**src/rtl/apb_slave_regfile.sv**
```systemverilog
// APB completer in front of a DEPTH x 8-bit register file.
// Inserts WAIT_CYCLES wait states and flags out-of-range addresses with pslverr.
module apb_slave_regfile #(
    parameter int DEPTH       = 16,
    parameter int WAIT_CYCLES = 0
) (
    input  logic       pclk,
    input  logic       presetn,
    input  logic       pselx,
    input  logic       penable,
    input  logic       pwrite,
    input  logic [7:0] paddr,
    input  logic [7:0] pwdata,
    output logic [7:0] prdata,
    output logic       pready,
    output logic       pslverr
);

    localparam int          AW      = (DEPTH > 1) ? $clog2(DEPTH) : 1;
    localparam logic [8:0]  DEPTH_W = 9'(DEPTH);
    localparam logic [3:0]  WAIT_W  = 4'(WAIT_CYCLES);

    typedef enum logic [1:0] {
        ST_IDLE = 2'd0,
        ST_WAIT = 2'd1,
        ST_DONE = 2'd2
    } state_e;

    state_e      state_q, state_d;
    logic [3:0]  cnt_q, cnt_d;
    logic [7:0]  prdata_q, prdata_d;
    logic        pready_q, pready_d;
    logic        pslverr_q, pslverr_d;
    logic [7:0]  mem_q [DEPTH];
    logic [7:0]  mem_d [DEPTH];

    logic          in_range_s;
    logic [AW-1:0] idx_s;
    logic          load_s;

    // Full 8-bit address is compared against DEPTH, so there is no aliasing.
    always_comb begin
        in_range_s = ({1'b0, paddr} < DEPTH_W);
        idx_s      = paddr[AW-1:0];
    end

    // Next-state, response loading and register-file write decode.
    always_comb begin
        state_d   = state_q;
        cnt_d     = cnt_q;
        prdata_d  = prdata_q;
        pready_d  = pready_q;
        pslverr_d = pslverr_q;
        mem_d     = mem_q;
        load_s    = 1'b0;

        case (state_q)
            ST_IDLE: begin
                pready_d = 1'b0;
                if (pselx && !penable) begin
                    if (WAIT_CYCLES == 0) begin
                        load_s  = 1'b1;
                        state_d = ST_DONE;
                    end else begin
                        cnt_d   = WAIT_W;
                        state_d = ST_WAIT;
                    end
                end else begin
                    state_d = ST_IDLE;
                end
            end
            ST_WAIT: begin
                if (!pselx) begin
                    // Master abandoned the transfer: nothing is committed.
                    state_d  = ST_IDLE;
                    cnt_d    = 4'd0;
                    pready_d = 1'b0;
                end else if (cnt_q == 4'd1) begin
                    load_s  = 1'b1;
                    cnt_d   = 4'd0;
                    state_d = ST_DONE;
                end else begin
                    cnt_d = cnt_q - 4'd1;
                end
            end
            ST_DONE: begin
                if (pselx && penable) begin
                    if (pwrite && in_range_s) begin
                        mem_d[idx_s] = pwdata;
                    end else begin
                        mem_d = mem_q;
                    end
                    pready_d  = 1'b0;
                    pslverr_d = 1'b0;
                    state_d   = ST_IDLE;
                end else if (!pselx) begin
                    pready_d  = 1'b0;
                    pslverr_d = 1'b0;
                    state_d   = ST_IDLE;
                end else begin
                    state_d = ST_DONE;
                end
            end
            default: begin
                state_d   = ST_IDLE;
                cnt_d     = 4'd0;
                pready_d  = 1'b0;
                pslverr_d = 1'b0;
            end
        endcase

        // prdata only changes on reads; a write leaves the last read value visible.
        if (load_s) begin
            pready_d  = 1'b1;
            pslverr_d = !in_range_s;
            if (!pwrite) begin
                prdata_d = in_range_s ? mem_q[idx_s] : 8'h00;
            end else begin
                prdata_d = prdata_q;
            end
        end else begin
            load_s = 1'b0;
        end
    end

    // State, counter, bus response and register-file flops.
    always_ff @(posedge pclk or negedge presetn) begin
        if (!presetn) begin
            state_q   <= ST_IDLE;
            cnt_q     <= 4'd0;
            prdata_q  <= 8'h00;
            pready_q  <= 1'b0;
            pslverr_q <= 1'b0;
            for (int i = 0; i < DEPTH; i++) begin
                mem_q[i] <= 8'h00;
            end
        end else begin
            state_q   <= state_d;
            cnt_q     <= cnt_d;
            prdata_q  <= prdata_d;
            pready_q  <= pready_d;
            pslverr_q <= pslverr_d;
            for (int i = 0; i < DEPTH; i++) begin
                mem_q[i] <= mem_d[i];
            end
        end
    end

    assign prdata  = prdata_q;
    assign pready  = pready_q;
    assign pslverr = pslverr_q;

endmodule

```
**config.mk**
```make
export PLATFORM = sky130hd
export DESIGN_NAME = apb_slave_regfile
export DESIGN_NICKNAME = d
export VERILOG_FILES = /design/src/rtl/apb_slave_regfile.sv
export SDC_FILE = /design/constraint.sdc
export NUM_CORES = 1
export LEC_CHECK = 0
export BUFFER_PORTS_ARGS = -buffer_cell sky130_fd_sc_hd__buf_2
export CORE_MARGIN = 4
export CORE_UTILIZATION = 66
export DETAILED_ROUTE_END_ITERATION = 8
export GPL_ROUTABILITY_DRIVEN = 0
export PLACE_DENSITY = 0.88
export SETUP_SLACK_MARGIN = 0.2
export SLEW_MARGIN = 15
export SYNTH_ARGS = -nofsm -noshare
export SYNTH_HDL_FRONTEND = slang
export SYNTH_SLANG_ARGS = --single-unit
```
**constraint.sdc**
```tcl
create_clock -name pclk -period 3.8 [get_ports pclk]
set_input_delay 0.19 -clock pclk [delete_from_list [all_inputs] [get_ports pclk]]
set_output_delay 0.19 -clock pclk [all_outputs]
set_load 0.05 [all_outputs]
```
# Word-level counts from Yosys, hierarchy flattened
# Index checks and enable logic that the tools add are counted.
[totals] register_bits=144 in_bits=21
[op_classes] n_reduce_logical=12 muxes=28 n_eq_ne=6 order_cmp=3 n_bitwise=2 addsub=1
[op_table] cell="128-bit bitwise mux" count=1
[op_table] cell="8-bit binary-select mux with 4-bit select" count=1
[op_table] cell="8-bit demux with 4-bit select" count=1
[op_table] cell="8-bit two-way mux" count=4
[op_table] cell="2-bit two-way mux" count=5
[op_table] cell="1-bit two-way mux" count=9
[op_table] cell="8-bit by 5-bit < comparator with 1-bit output, second input constant" count=1
[op_table] cell="4-bit two-way mux" count=2
[op_table] cell="4-bit one-hot mux with 2 select lines" count=1
[op_table] cell="1-bit one-hot mux with 2 select lines" count=3
[op_table] cell="2-bit one-hot mux with 3 select lines" count=1
[op_table] cell="5-bit greater-or-equal comparator, second input constant" count=1
[op_table] cell="5-bit by 1-bit < comparator with 1-bit output, second input constant" count=1
[op_table] cell="4-bit NOT with 5-bit output" count=1
[op_table] cell="4-bit by 1-bit == test with 1-bit output, second input constant" count=1
[op_table] cell="1-bit logical AND" count=4
[op_table] cell="4-bit inequality test, second input constant" count=1
[op_table] cell="2-bit AND reduction" count=2
[op_table] cell="2-bit OR reduction" count=2
[op_table] cell="4-bit by 1-bit subtractor with 4-bit output, second input constant" count=1
[op_table] cell="3-bit inequality test, second input constant" count=1
[op_table] cell="3-bit AND reduction" count=1
[op_table] cell="2-bit by 1-bit == test with 1-bit output, second input constant" count=1
[op_table] cell="2-bit == test, second input constant" count=1
[op_table] cell="other kinds (4)" count=5

# Longest topological paths before layout
[depth] word_depth=6 mapped_depth=6

# Worst setup path before layout
# OpenSTA, ideal clock, no wires.
[synth_path] path_type="flip-flop to flip-flop" start="register state_q[1]" end="register mem_q[94] (netlist name)" setup_time_ps=125 stages_incl_launch_ff=5 setup_slack_ps=2042 arrival_ps=1633 n_path_buf=0 synth_period_minus_slack_ps=1758 path_cell_list="dfrtp_1 and4_1 nand4b_1 nor3_2 mux2_2"
[synth_between] elab_chain_cells=2
[synth_rtl] item="from (decl)" line="29" text="state_e state_q, state_d;"
[synth_rtl] item="from (signal assigned)" line="138" text="state_q <= state_d;"
[synth_rtl] item="2-bit == test" line="57" text="case (state_q)"
[synth_rtl] item="3-bit AND reduction (no source line)"
[synth_rtl] item="to (signal, indexed assignment)" line="144" text="mem_q[i] <= mem_d[i];"
[synth_rtl] item="to (decl)" line="34" text="logic [7:0] mem_q [DEPTH];"
# No other way between the ends.
# A chain may end at the register's enable or synchronous reset.

# Worst setup path after layout
[layout_path] start="register state_q[1]" end="register mem_q[89] (netlist name)"
# The elaborated chain is that of the path after synthesis.

==> results.cfg <==
[timing]
finalSetupViolations = 0
max_slew_margin_pct = 39.3
rsz0062_at_grt = no
tns_ns = 0
skew_ns = 0.00661
min_period_over_period_pct = 61.1
min_period_ns = 2.32
hold_viol_final = 0
worstMarginPinSlew_ns = 0.905
fmax_mhz = 431
drv_slew = 0

[synthesis]
yosys.area.top_type_share_pct = 55.0
synth_adder_area_share_pct = 0
ys_warn_count = 0
synthDistinctLibCells = 22
ys_seq_area_share_pct = 55.0
synthMuxAreaShare_pct = 38.0
synth_top_cell_by_area = dfrtp_1
netlist_top_cells_area = dfrtp_1 55%, mux2_2 23%, mux4_2 11%, mux2i_1 3.8%, a22o_1 1.1%
synth-compound-area-share_pct = 1.37
synth_area_per_cell_um2 = 16.1
synth_top_family_by_area = multiplexers
synthCells = 392
synth_nets = 413
synth-xor-area-share_pct = 0
synthSimpleGateAreaFrac_pct = 3.82
ys_ff_latch = 139
syn_area_um2 = 6320

[worst_setup_path]
r2r_cells = 4
path_max_fanout = 8
slowest_delay_ns = 0.75
cp_cell_sequence = and4_1, nand4b_1, nor3_2, mux2_2
slowest_stage = nor3_2
cp_data_arrival_time_ns = 2.72
worstPathRequired_ns = 4.20
r2r_slack_ns = 1.48
reg2reg_from = state_q[1]
crit_type = register to register
timing.rr.end = mem_q[89]
setup.worst_path.end_class = register
worstSetupStartpointType = register

[power_and_ir_drop]
ir_worst_vdd_mv = 0.270
internal_power_mw = 2.55
p_seq_share_pct = 45.7
power.share.clock_pct = 49.9
switchingPower_mw = 0.718
p_per_area_nw_per_um2 = 456
combPwrFrac_pct = 4.3
power_leakage_nw = 3.49
power.total_mw = 3.27
p_sw_share_pct = 22.0

[routing]
drtPass1Iterations = 4
vias = 3578
vias_per_cell = 6.34
wl_per_cell_um = 23.2
drt-total-wl_mm = 13.1
ant_nets = 0
drc = 0
drtIter0Drc = 202

[worst_hold_path]
min_to = pready
whs_path_depth = 3
hp-class = primary input to register
hp-start = penable

[final_layout]
nNetsFinal = 444
multi_input_area_um2 = 2730
nFillCells = 503
regArea_um2 = 3480
areaGrowthSynthToFinish_pct = 13.5
drive_gt1_share_pct = 55.4
n_antenna_cell = 0

[clock_tree]
clkSinkCount = 139
root_buffer = clkbuf_8
cts_tree = done
cts_buffers = 17
clk_pin_slew_worst_paths_ns = 0.06
htreeDepth = 4
clockBufferDepth = 2
insertion_delay_ns = 0.52
ctsResizeCount = 0

[grt]
antenna_found_initial = 0
globalRouteOverflowTotal = 0
grt_pass1_vias = 3874
grtUsageTotal_pct = 26.0
grt_max_degree = 78
grt_pass1_wl_mm = 21.9

[status]
status = completed

[die]
fp.dieW_um = 106
die_height_um = 106
start_util_pct = 68.1
fp-row-count = 35
die_area_um2 = 11200
core_area_um2 = 9280
ioPinCount = 31

[place]
hpwl_mm = 8.08
port_buffers = 30

[flow_run]
drv_cap = 0
## routing by layer
| metal | part of all wire [%] | global-route usage [%] |
|---|---|---|
| met1 | 40 | 34.3 |
| met2 | 52 | 42.5 |
| met3 | 5.2 | 6.55 |
| met4 | 2.7 | 9.25 |
| met5 | 0 | 0 |
## flip-flops by register name, indices dropped and copies added, names as in the netlist
register and cells:
mem_q 128, prdata 8, pready 1, pslverr 1
state_q 1
## worst max-delay path by stage
stage / depth (start not counted) / to / slack (ns) / startpoint
after detailed placement: 4 / mem_q[4] / 1.33 / paddr[3]
final: 4 / mem_q[89] / 1.48 / state_q[1]
after floorplan: 4 / mem_q[94] / 2.04 / state_q[1]
after global placement: 4 / mem_q[21] / 1.37 / paddr[3]
after global routing: 4 / mem_q[89] / 1.37 / state_q[1]
after CTS: 4 / mem_q[89] / 1.52 / state_q[1]
## power by group through the flow
stage,clock (mW),sequential [mW],combinational [mW]
after floorplan,0,1.53,0.0703
after global placement,0,1.52,0.137
after detailed placement,0,1.52,0.140
after CTS,1.65,1.49,0.143
after global routing,1.73,1.49,0.156
final,1.63,1.49,0.142
## worst max-delay path: cells and delay by family (launching register included)
kind | cells | cell delay [ns]
multiplexers | 1 | 0.42
AND/OR/NAND/NOR | 3 | 1.37
flip-flops | 1 | 0.41
## Yosys cell counts
| cell | number |
|---|---|
| nand3_1 | 1 |
| nor3_2 | 6 |
| nand2b_1 | 3 |
| buf_4 | 2 |
| o22ai_1 | 1 |
| or3_1 | 1 |
| buf_2 | 4 |
| a21oi_1 | 2 |
| nand4b_1 | 2 |
| nor2_2 | 9 |
| clkbuf_1 | 15 |
| and4_1 | 1 |
| a22o_1 | 8 |
| nand2_1 | 4 |
| mux2i_1 | 24 |
| nor4_4 | 2 |
| buf_1 | 2 |
| inv_1 | 3 |
| mux2_2 | 128 |
| dfrtp_1 | 139 |
| nor2_1 | 3 |
| mux4_2 | 32 |
## cells by family (layout without fill, tap and decap cells)
group                  count (synthesis)  after routing
muxes                                184            184
DFF                                  139            139
and+or+nand+nor                       32             32
buffers and inverters                 26             69
AOI/OAI and AO/OA                     11             11
## metrics by stage
step / setup slack [ns] / utilization [%] / instances / instance area, µm² / hold WS, ns
2_1_floorplan: 2.04 / - / 392 / 6320 / -0.106
3_3_place_gp: 1.37 / 70.7 / 531 / 6560 / 0.245
3_5_place_dp: 1.33 / 70.7 / 531 / 6560 / 0.257
4_1_cts: 1.52 / 77.3 / 564 / 7170 / 0.0305
5_1_grt: 1.37 / 77.3 / 564 / 7170 / 0.0518
6_report: 1.48 / 77.3 / 564 / 7170 / 0.0491
## repair_timing
| item | in CTS | in global routing |
|---|---|---|
| buffers inserted | 0 | 0 |
| endpoints found under the hold margin | 76 | 0 |
| hold buffers | 2 | 0 |
## layout make-up
class / count / share of cell area [%]
inverter: 3 / 0.157
clock buffer: 22 / 6.73
timing repair buffer: 35 / 2.77
tap: 129 / 2.25
multi-input combinational: 227 / 38.1
sequential: 139 / 48.5
clock inverter: 9 / 1.55
## cells in the final DEF, fill, tap and decap left out, types with 2 or more instances in the layout
master,synthesis,routed
a21oi_1,2,2
a22o_1,8,8
buf_2,4,29
buf_4,2,3
bufinv_16,0,2
clkbuf_16,0,16
clkbuf_8,0,6
clkinv_2,0,2
clkinv_4,0,2
clkinvlp_4,0,2
dfrtp_1,139,139
dlygate4sd3_1,0,2
inv_1,3,3
mux2_2,128,128
mux2i_1,24,24
mux4_2,32,32
nand2_1,4,4
nand2b_1,3,3
nand4b_1,2,2
nor2_1,3,3
nor2_2,9,9
nor3_2,6,6
nor4_4,2,2
Power figures use the tool's default switching activity.
